### config.mk
export PLATFORM = sky130hd
export DESIGN_NAME = mem_arbiter
export DESIGN_NICKNAME = d
export VERILOG_FILES = /design/src/rtl/mem_arb_pkg.sv /design/src/rtl/mem_arbiter.sv
export SDC_FILE = /design/constraint.sdc
export NUM_CORES = 1
export LEC_CHECK = 0
export CORE_ASPECT_RATIO = 0.9
export CORE_MARGIN = 4
export CORE_UTILIZATION = 40
export DETAILED_ROUTE_END_ITERATION = 8
export HOLD_SLACK_MARGIN = 0.12
export PLACE_DENSITY_LB_ADDON = 0.3
export SETUP_SLACK_MARGIN = 0.15
export SLEW_MARGIN = 10
export SYNTH_ARGS = -nofsm -noshare
export SYNTH_HDL_FRONTEND = slang
export SYNTH_SLANG_ARGS = --single-unit
### constraint.sdc
create_clock -name CLOCK_50 -period 1.65 [get_ports CLOCK_50]
set_input_delay 0.33 -clock CLOCK_50 [delete_from_list [all_inputs] [get_ports CLOCK_50]]
set_output_delay 0.33 -clock CLOCK_50 [all_outputs]
set_load 0.05 [all_outputs]
### src/rtl/mem_arb_pkg.sv
// Shared types and the arbitration pick function for the memory arbiter.
package mem_arb_pkg;

  typedef enum logic [1:0] {
    IDLE  = 2'd0,
    ISSUE = 2'd1,
    WAIT  = 2'd2,
    ACK   = 2'd3
  } state_e;

  typedef enum logic [1:0] {
    OWN_NONE = 2'd0,
    OWN_CPU  = 2'd1,
    OWN_VID  = 2'd2
  } owner_e;

  // Chooses the next owner from the current-cycle requests. cpu_first breaks
  // the tie when both request; the caller decides what that means (starvation
  // bound reached, or video won last time in round-robin mode).
  function automatic owner_e pick_owner(input logic cpu_req,
                                        input logic vid_req,
                                        input logic cpu_first);
    if (cpu_req && vid_req) return cpu_first ? OWN_CPU : OWN_VID;
    else if (cpu_req)       return OWN_CPU;
    else if (vid_req)       return OWN_VID;
    else                    return OWN_NONE;
  endfunction

endpackage

### src/rtl/mem_arbiter.sv
// Shares one memory port between the CPU and the video fetcher.
// One access at a time: IDLE -> ISSUE -> WAIT (MEM_LAT cycles) -> ACK -> IDLE.
// Default: video wins ties, but after STARVE_MAX consecutive video wins with
// the CPU waiting, the CPU is forced through.
// Define ARB_ROUND_ROBIN_EN to replace that with strict alternation on ties
// (the starvation counter is then not built).
// Handshake: a requester holds req (plus addr/we/wdata) high until it sees its
// one-cycle ack; req high while the FSM is in IDLE is treated as a new request,
// and a req dropped mid-access does not abort the access.
// dbg_state mirrors the FSM state for checkers.
module mem_arbiter
  import mem_arb_pkg::*;
#(
  parameter int ADDR_W     = 16,
  parameter int DATA_W     = 8,
  parameter int MEM_LAT    = 2,
  parameter int STARVE_MAX = 3
) (
  input  logic              CLOCK_50,
  input  logic              reset,
  input  logic              cpu_req,
  input  logic              cpu_we,
  input  logic [ADDR_W-1:0] cpu_addr,
  input  logic [DATA_W-1:0] cpu_wdata,
  output logic              cpu_ack,
  output logic [DATA_W-1:0] cpu_rdata,
  input  logic              vid_req,
  input  logic [ADDR_W-1:0] vid_addr,
  output logic              vid_ack,
  output logic [DATA_W-1:0] vid_rdata,
  output logic              mem_en,
  output logic              mem_we,
  output logic [ADDR_W-1:0] mem_addr,
  output logic [DATA_W-1:0] mem_wdata,
  input  logic [DATA_W-1:0] mem_rdata,
  output logic [1:0]        dbg_state
);

  localparam int LW = $clog2(MEM_LAT + 1);
  localparam logic [LW-1:0] LAT_INIT = LW'(MEM_LAT);
  localparam logic [LW-1:0] LAT_LAST = LW'(1);

  state_e          state;
  owner_e          owner;
  logic            own_we;
  logic [LW-1:0]   lat_cnt;
  logic            cpu_first;
  owner_e          pick;

`ifdef ARB_ROUND_ROBIN_EN
  owner_e          last_grant;

  // Tie-break: whoever won last time loses this time.
  always_comb begin
    cpu_first = (last_grant == OWN_VID);
    pick      = pick_owner(cpu_req, vid_req, cpu_first);
  end
`else
  localparam int SW = (STARVE_MAX > 0) ? $clog2(STARVE_MAX + 1) : 1;
  localparam logic [SW-1:0] STARVE_TOP = SW'(STARVE_MAX);

  logic [SW-1:0]   starve_cnt;

  // Tie-break: video, unless the CPU has been passed over STARVE_MAX times.
  always_comb begin
    cpu_first = (starve_cnt == STARVE_TOP);
    pick      = pick_owner(cpu_req, vid_req, cpu_first);
  end
`endif

  assign dbg_state = state;

  // Access sequencer: arbitration, memory strobe, latency count, data capture, ack.
  always_ff @(posedge CLOCK_50) begin
    if (reset) begin
      state      <= IDLE;
      owner      <= OWN_NONE;
      own_we     <= 1'b0;
      lat_cnt    <= '0;
      cpu_ack    <= 1'b0;
      vid_ack    <= 1'b0;
      cpu_rdata  <= '0;
      vid_rdata  <= '0;
      mem_en     <= 1'b0;
      mem_we     <= 1'b0;
      mem_addr   <= '0;
      mem_wdata  <= '0;
`ifdef ARB_ROUND_ROBIN_EN
      last_grant <= OWN_NONE;
`else
      starve_cnt <= '0;
`endif
    end else begin
      // Strobes and memory-side outputs are only live for one cycle each.
      cpu_ack   <= 1'b0;
      vid_ack   <= 1'b0;
      mem_en    <= 1'b0;
      mem_we    <= 1'b0;
      mem_addr  <= '0;
      mem_wdata <= '0;
      case (state)
        IDLE: begin
          if (pick != OWN_NONE) begin
            owner  <= pick;
            state  <= ISSUE;
            mem_en <= 1'b1;
`ifdef ARB_ROUND_ROBIN_EN
            last_grant <= pick;
`endif
            if (pick == OWN_CPU) begin
              own_we    <= cpu_we;
              mem_we    <= cpu_we;
              mem_addr  <= cpu_addr;
              mem_wdata <= cpu_wdata;
`ifndef ARB_ROUND_ROBIN_EN
              starve_cnt <= '0;
`endif
            end else begin
              own_we    <= 1'b0;
              mem_addr  <= vid_addr;
`ifndef ARB_ROUND_ROBIN_EN
              if (cpu_req && (starve_cnt != STARVE_TOP))
                starve_cnt <= starve_cnt + 1'b1;
`endif
            end
          end
        end
        ISSUE: begin
          lat_cnt <= LAT_INIT;
          state   <= WAIT;
        end
        WAIT: begin
          if (lat_cnt == LAT_LAST) begin
            state <= ACK;
            if (!own_we) begin
              if (owner == OWN_CPU) cpu_rdata <= mem_rdata;
              if (owner == OWN_VID) vid_rdata <= mem_rdata;
            end
            cpu_ack <= (owner == OWN_CPU);
            vid_ack <= (owner == OWN_VID);
          end else begin
            lat_cnt <= lat_cnt - 1'b1;
          end
        end
        ACK: begin
          state <= IDLE;
          owner <= OWN_NONE;
        end
        default: state <= IDLE;
      endcase
    end
  end

endmodule

=== Yosys cells after proc, flatten, opt, wreduce, memory -nomap -nowiden ===
Cells that the tools add are included.

* Add/subtract/negate cells: 2
* $mul: 0
* Div/mod/pow operators: 0
* Order comparisons: 0
* Equal/unequal tests: 12
* Shift operators: 0
* Muxes and demuxes: 16
* Bitwise operators: 6
* Reductions and logical operators: 18

{| class="wikitable"
|+ Operators by type and width
! kind !! number
|-
| $mux 2 || 10
|-
| $mux 16 || 1
|-
| $eq 2x1->1 const B || 4
|-
| $eq 2x2->1 const B || 4
|-
| $ne 2x2->1 const B || 4
|-
| $pmux 2 s2 || 2
|-
| $pmux 2 s4 || 1
|-
| $reduce_and 2->1 || 4
|-
| $reduce_and 4->1 || 2
|-
| $reduce_bool 2->1 || 4
|-
| $not 1->1 || 6
|-
| $reduce_or 3->1 || 2
|-
| $reduce_or 4->1 || 1
|-
| $reduce_and 3->1 || 1
|-
| $add 2x1->2 const B || 1
|-
| $logic_and 1x1->1 || 2
|-
| $logic_not 2->1 || 1
|-
| $mux 1 || 2
|-
| $reduce_or 2->1 || 1
|-
| $sub 2x1->2 const B || 1
|}

* Register bits: 53
* Bits in latches: 0
* RAM bits: 0
* Bits in read-only memories: 0
* Input port bits: 53
* Output and inout port bits: 46
* Word-level logic and storage cells: 67
* Memories: 0

=== Depth between registers and ports, before layout ===
Gate-level depths: netlist (run 1).

* Word-level depth: 6
* Mapped depth: 7
* Depth with buffers taken out: 5

=== Worst setup path after synthesis (run 1) ===
Ideal clock, no wire load.

* Kind: register to register
* Start: register state[0] (netlist: dbg_state[0])
* End: register cpu_rdata[0]
* Setup time: 0.116 ns
* Arrival: 1.782 ns
* Data required time: 1.534 ns
* Path slack: -0.247 ns
* Cell stages (with the launch flop): 7
* Buffers on the path: 1
* Clock period less this slack: 1.897 ns
* Cell sequence: dfxtp_1 inv_1 ha_1 nand3b_4 clkbuf_1 nor3_1 a31o_1

* Longest elaborated chain between the ends: 2

{| class="wikitable"
|+ RTL lines
! element !! RTL line !! text
|-
| start: declaration || mem_arbiter.sv:43 || <nowiki>state_e state;</nowiki>
|-
| start signal: assignment || mem_arbiter.sv:76 || <nowiki>state <= IDLE;</nowiki>
|-
| start signal: assignment || mem_arbiter.sv:105 || <nowiki>state <= ISSUE;</nowiki>
|-
| start signal: assignment || mem_arbiter.sv:130 || <nowiki>state <= WAIT;</nowiki>
|-
| $eq 2x2->1 || mem_arbiter.sv:101 || <nowiki>case (state)</nowiki>
|-
| $reduce_and 4->1 (no line) || n/a ||
|-
| end signal: assignment || mem_arbiter.sv:136 || <nowiki>if (owner == OWN_CPU) cpu_rdata <= mem_rdata;</nowiki>
|-
| end: declaration || mem_arbiter.sv:26 || <nowiki>output logic [DATA_W-1:0] cpu_rdata,</nowiki>
|}

Every way passes these cells.
A chain may end at the register's enable or synchronous reset.

=== Worst setup path after layout (run 1) ===
* Start: register state[1] (netlist: dbg_state[1])
* End: register state[0] (netlist: dbg_state[0])

* Longest elaborated chain between the ends: 3
* Elaborated cells between the ends (all ways): 8
* Those cells by class: 5 x eq/ne; 1 x mux; 2 x reduce/logical

{| class="wikitable"
|+ RTL lines
! element !! RTL line
|-
| $eq 2x2->1 or $logic_not 2->1 (tied branches) || mem_arbiter.sv:101
|-
| $ne 2x2->1 (no line) || n/a
|-
| $reduce_and 2->1 (no line) || n/a
|}

Several ways; a longest one is shown, not always the timed one.

==> results of run 1 <==
flip-flops by register name, indices dropped and copies added, names as in the netlist:
signal / cells
mem_addr: 16
cpu_rdata: 8
mem_wdata: 8
vid_rdata: 8
dbg_state: 2
lat_cnt: 2
owner: 2
starve_cnt: 2
cpu_ack: 1
mem_en: 1
mem_we: 1
own_we: 1
vid_ack: 1
where the power goes:
part | switching (mW) | leakage (nW) | internal [mW] | total (mW)
clock network | 0.410 | 0.0445 | 0.341 | 0.751
registers | 0.0763 | 0.432 | 1.42 | 1.50
logic | 0.728 | 0.928 | 0.509 | 1.24
total | 1.21 | 1.41 | 2.27 | 3.48
through the flow:
stage / power [mW] / area, µm² / worst slack, ns / util [%]
4_1_cts: 3.50 / 3270 / 0.168 / 62.2
6_report: 3.48 / 3290 / 0.230 / 62.7
3_5_place_dp: 2.74 / 3170 / -0.0960 / 60.3
5_1_grt: 3.67 / 3290 / 0.116 / 62.7
2_1_floorplan: 2.32 / 2190 / 0.154 / -
3_3_place_gp: 2.72 / 3170 / -0.0568 / 60.3
cell families (layout without fill, tap and decap cells):
| family | count (synthesis) | count (layout) | synth area share (%) |
|---|---|---|---|
| buffers and inverters | 27 | 133 | 6.78 |
| flip-flops | 53 | 53 | 48.7 |
| adder cells (fa/ha/maj) | 8 | 8 | 4.60 |
| AO/OA/AOI/OAI | 67 | 67 | 19.5 |
| AND/OR/NAND/NOR | 75 | 75 | 19.9 |
| multiplexers | 1 | 1 | 0.460 |
cell usage after synthesis (all sizes together):
| cell type | instances | area, µm² |
|---|---|---|
| nor2b | 1 | 6.26 |
| nand3 | 16 | 80.1 |
| clkbuf | 6 | 22.5 |
| nand3b | 1 | 20.0 |
| a21oi | 25 | 125 |
| nor3b | 1 | 7.51 |
| a2111o | 2 | 22.5 |
| or2 | 3 | 18.8 |
| and3b | 1 | 8.76 |
| or3 | 1 | 6.26 |
| inv | 9 | 33.8 |
| nor2 | 3 | 11.3 |
| a31o | 16 | 140 |
| buf | 12 | 91.3 |
| a211oi | 1 | 7.51 |
| a21o | 1 | 7.51 |
| ha | 8 | 100 |
| nand2 | 5 | 21.3 |
| o21ai | 20 | 100 |
| nor3 | 19 | 100 |
| nand2b | 13 | 83.8 |
| mux2i | 1 | 10.0 |
| nand4 | 2 | 12.5 |
| dfxtp | 53 | 1060 |
| o221a | 2 | 22.5 |
| and2 | 9 | 56.3 |
final cells by class:
cell class	count	area [µm²]	area share, %
inverters	9	33.8	1.03
clock buffers	7	86.3	2.62
repair buffers	116	1020	30.9
clock inverters	1	7.51	0.228
well taps	67	83.8	2.55
multi-input cells	151	997	30.3
flip-flops and latches	53	1070	32.4
what timing repair did:
| action | CTS | global route |
|---|---|---|
| endpoints found under the setup margin | 2 | 40 |
| resized for setup | 1 | 7 |
| buffers inserted | 0 | 0 |
| cloned | 0 | 0 |
routing by layer:
layer	vias to the layer above	wire length, µm
li1	1027	-
met1	950	2360
met2	46	2960
met3	8	308
met4	0	81
met5	-	0
tightest hold or removal path: stages (launching register included):
cell,delay (ns)
dfxtp_1,0.33
nand2_1,0.05
a21oi_1,0.05
worst min path at each step:
stage,endpoint,slack (ns),cells past startpoint
after global routing,own_we$_SDFFE_PP0P_,0.49,2
after floorplan,own_we$_SDFFE_PP0P_,0.43,2
after CTS,own_we$_SDFFE_PP0P_,0.47,2
final,own_we$_SDFFE_PP0P_,0.46,2
after detailed placement,own_we$_SDFFE_PP0P_,0.45,2
after global placement,own_we$_SDFFE_PP0P_,0.45,2
cells in the final DEF (no fill, tap or decap), drive strengths merged, types with 8 or more instances in the layout:
master          n
o21ai          20
and2            9
nor3           19
buf            64
a31o           16
clkdlybuf4s50  51
nand3          16
dfxtp          53
ha              8
inv             9
a21oi          25
nand2b         13
==> results by group, run 1 <==
Route
  – DRT antenna net count: 0
  – Drt via density: 5.03
  – Vias post-DR: 2,031
  – 1st-iter DRT viols: 114
  – TritonRoute pass-1 iters: 4
  – Routed wire per std cell: roughly 14 µm
  – # DRC: 0
  – Total routed wirelength: 5710 µm

Synthesis
  – Post-synth cell types: 32
  – Syn Area/Cell: approximately 9.4 µm²
  – Cell count after synthesis: 231
  – Seq/Total Area, Yosys: approximately half
  – Synth warnings: 0
  – Mapped Area: roughly 2200 µm²
  – Yosys reg bits: 53
  – Syn nets: between 200 and 300

Clock network
  – Hold buffer count at cts: 0
  – Clock slew at reported path FFs: ~0.09 ns
  – Clock Tree Buf Depth: 2
  – TritonCTS clock tree: done
  – Total clock sinks: 53
  – Clk Tree Root Cell: clkbuf_8
  – CTS buffer count: 5
  – Clk Latency, worst-skew pair: ~0.30 ns
  – CTS HTree Levels: 2

Cells and area
  – Fill cells: 477
  – Inserted Diodes: 0
  – Proportion of layout cells with a drive suffix above 1: 25.8%
  – NumNets Final: 397
  – Area grow syn2layout: 51.3%
  – Non-Filler Instances: ~400

STA
  – Worst-margin pin slew: roughly 0.42 ns
  – Final setup viols: 0
  – Fmax: 704 MHz
  – Hold Vio Cnt, Final: 0
  – Min cycle time layout: 1.42 ns
  – Tcrit/Tclk final: 86.1%
  – Worst hold margin: 0.464 ns
  – Slew headroom: 71.7%
  – Final Slew Violations: 0
  – Setup TNS: 0 ns
  – Worst clock skew: roughly 0.0046 ns
  – Unrepaired setup endpoints after global routing: true

Critical path
  – Setup crit start: dbg_state[1]$_SDFFE_PP0P_
  – R2R Path Start: dbg_state[1]$_SDFFE_PP0P_
  – R2R Path End: dbg_state[0]$_SDFFE_PP0P_
  – CP max stage delay: around 0.37 ns
  – Required time of the critical path: 1.85 ns
  – Kind of critical path: flop to flop
  – FF-to-FF setup slack: 0.23 ns
  – WP data arrival: about 1.6 ns
  – Sum of buffers and inverters on the critical path: 1
  – Critical-path cell list: inv_1, ha_2, nor3b_4, a21oi_1, o221a_2
  – CP top delay family: flip-flops
  – Crit path to: dbg_state[0]$_SDFFE_PP0P_
  – Crit-path max FO: 8
  – Worst-case reg-to-reg path depth: 5
  – CP Capture Type: flop
  – Slowest-stage cell, CP: dfxtp_4
  – Critical path launch point type: flop
  – Critical path depth in cells: 5

Global routing
  – Met3 usage: under 10%
  – GR peak layer: met2
  – Vias in the first global route: 2,063
  – Largest net degree at the start of global routing: 18
  – Met1 global-route usage: 20.5%
  – Met2 usage: 28.8%
  – Global Route Usage Sum: 17.0%
  – Initial antenna violation count: 0
  – First-pass GRT wire length: 9170 µm
  – Gr ovfl total: 0

Power
  – Power density cells: 1060 nW/µm²
  – VDD IR-drop max: 0.582 mV
  – Pleak: about 1.4 nW

Floorplan
  – Die Span Y: approximately 78 µm
  – CORE AREA: approximately 5300 µm²
  – Cell row count: 25
  – Die area: 6690 µm²
  – Die width: 85.8 µm
  – # IOs: 99
  – Starting Density: 41.4%

Placement
  – DP HPWL: ~4300 µm
  – IO buf count: between 90 and 100
  – Gpl congestion: 0.765
  – Placed cells: 396

Worst hold path
  – Worst Hold Launch: own_we$_SDFFE_PP0P_
  – HP Class: flop to flop

Outcome
  – Status: complete, no violations

Job
  – Total of max-cap violations: 0
Note: power is estimated with default switching activity, not from simulation.
==> run 2: changes to the inputs <==
--- a/config.mk
+++ b/config.mk
@@ -10,6 +10,7 @@
 export CORE_UTILIZATION = 40
 export DETAILED_ROUTE_END_ITERATION = 8
 export HOLD_SLACK_MARGIN = 0.12
+export MAX_ROUTING_LAYER = met4
 export PLACE_DENSITY_LB_ADDON = 0.3
 export SETUP_SLACK_MARGIN = 0.15
 export SLEW_MARGIN = 10
==> results by group, run 2 (synthesis gave the netlist of run 1 again) <==
Critical path
  – Critical-path cell list: inv_1, ha_2, nor3b_4, a21oi_1, o221a_2
  – CP top delay family: flip-flops
  – Kind of critical path: flop to flop
  – CP Capture Type: flop
  – CP max stage delay: 0.37 ns
  – Critical path launch point type: flop
  – Slowest-stage cell, CP: dfxtp_4
  – Required time of the critical path: 1.85 ns
  – Crit-path max FO: 8
  – Sum of buffers and inverters on the critical path: 1
  – FF-to-FF setup slack: 0.23 ns
  – WP data arrival: 1.62 ns

STA
  – Worst-margin pin slew: 0.426 ns
  – Final WS setup: around 0.23 ns
  – Final setup viols: 0
  – Hold Vio Cnt, Final: 0
  – Unrepaired setup endpoints after global routing: true
  – Tcrit/Tclk final: 86.1%
  – Fmax: just over 700 MHz
  – Final Slew Violations: 0
  – Min cycle time layout: 1.42 ns
  – Setup TNS: 0 ns
  – Worst clock skew: 0.00461 ns
  – Worst hold margin: around 0.46 ns
  – Slew headroom: around 72%

Clock network
  – Clk Tree Root Cell: clkbuf_8
  – Clk Latency, worst-skew pair: 0.30 ns
  – Hold buffer count at cts: 0
  – Total clock sinks: 53
  – Clock Tree Buf Depth: 2
  – Post-CTS setup buffer count: 0
  – Clock slew at reported path FFs: 0.09 ns
  – CTS buffer count: 5
  – CTS HTree Levels: 2
  – TritonCTS clock tree: done

Power
  – Overall power: 3.48 mW
  – Power density cells: 1060 nW/µm²
  – VDD IR-drop max: 0.583 mV
  – Pleak: 1.41 nW

Route
  – # DRC: 0
  – 1st-iter DRT viols: 111
  – Drt via density: ~5
  – DRT antenna net count: 0
  – Total routed wirelength: 5720 µm
  – TritonRoute pass-1 iters: 4
  – Vias post-DR: 2,048
  – Routed wire per std cell: 14.2 µm

Cells and area
  – Register area: 1070 µm²
  – Inserted Diodes: 0
  – Fill cells: 477
  – Commonest non-fill, non-tap cell in the layout: buf_4
  – Proportion of layout cells with a drive suffix above 1: 25.8%
  – Area grow syn2layout: 51.3%
  – Top reg by flops: mem_addr
  – Non-Filler Instances: 404
  – Largest register FFs: 16
  – Multi-input logic area: roughly 1000 µm²
  – NumNets Final: 397
  – Commonest cells after routing, fill and taps aside: buf_4, dfxtp_1, clkdlybuf4s50_1, a21oi_1

Placement
  – IO buf count: 98
  – DP Worst Slack: -0.0960 ns
  – DP HPWL: 4300 µm
  – Gpl congestion: 0.775
  – Placed cells: 396

Global routing
  – First-pass GRT wire length: about 9200 µm
  – Gr ovfl total: 0
  – Initial antenna violation count: 0
  – Global Route Usage Sum: 17.4%
  – Vias in the first global route: 2,063
  – Largest net degree at the start of global routing: 18

Floorplan
  – Die area: 6690 µm²
  – CORE AREA: around 5300 µm²
  – Cell row count: 25
  – Die Span Y: 78.0 µm
  – Die width: around 86 µm
  – Starting Density: 41.4%
  – # IOs: just under 100

Outcome
  – Status: complete, no violations

Worst hold path
  – HP Class: flop to flop

Job
  – Total of max-cap violations: 0
[run 2: cell counts in the layout (fill, tap and decap cells not counted)]
No cell type changed its count.
[run 2: routing by layer]
metal | up-vias | track usage [%] | part of all wire (%)
met5 | - | - | 0
met4 | 0 | 6.01 | 1.4
met3 | 8 | 3.93 | 4.7
met2 | 54 | 28.8 | 52
met1 | 959 | 20.9 | 42
li1 | 1027 | - | -
[run 2: final timing paths]
| kind | startpoint | to | cells after the start |
|---|---|---|---|
| worst max-delay path | dbg_state[1]$_SDFFE_PP0P_ | dbg_state[0]$_SDFFE_PP0P_ | 5 |
| worst min-delay path | own_we$_SDFFE_PP0P_ | own_we$_SDFFE_PP0P_ | 2 |
| worst max register to register | dbg_state[1]$_SDFFE_PP0P_ | dbg_state[0]$_SDFFE_PP0P_ | 5 |
| worst min register to register | own_we$_SDFFE_PP0P_ | own_we$_SDFFE_PP0P_ | 2 |
[run 2: what timing repair did]
| item | in CTS | in global routing |
|---|---|---|
| gates resized for setup | 1 | 7 |
| pin swaps | 0 | 0 |
| setup endpoints to repair | 2 | 40 |
[run 2: worst min-delay path: cells and delay by family (launching register included)]
family          cells  cell delay, ns
compound gates      1            0.05
flops               1            0.33
simple gates        1            0.05
[run 2: final cells by class]
class / count / area share (%)
clock inverter: 1 / 0.228
timing repair buffer: 116 / 30.9
inverter: 9 / 1.03
multi-input combinational: 151 / 30.3
tap: 67 / 2.55
sequential: 53 / 32.4
clock buffer: 7 / 2.62
[run 2: stage by stage]
stage                     area [µm²]  util [%]
final                           3290      62.7
after global routing            3290      62.7
after CTS                       3270      62.2
after detailed placement        3170      60.3
after global placement          3170      60.3
after floorplan                 2190         -
[run 2: power breakdown]
group / switching (mW) / total, mW / internal, mW / leakage, nW
Sequential: 0.0764 / 1.50 / 1.42 / 0.432
Combinational: 0.728 / 1.24 / 0.509 / 0.928
Clock: 0.411 / 0.752 / 0.341 / 0.0445
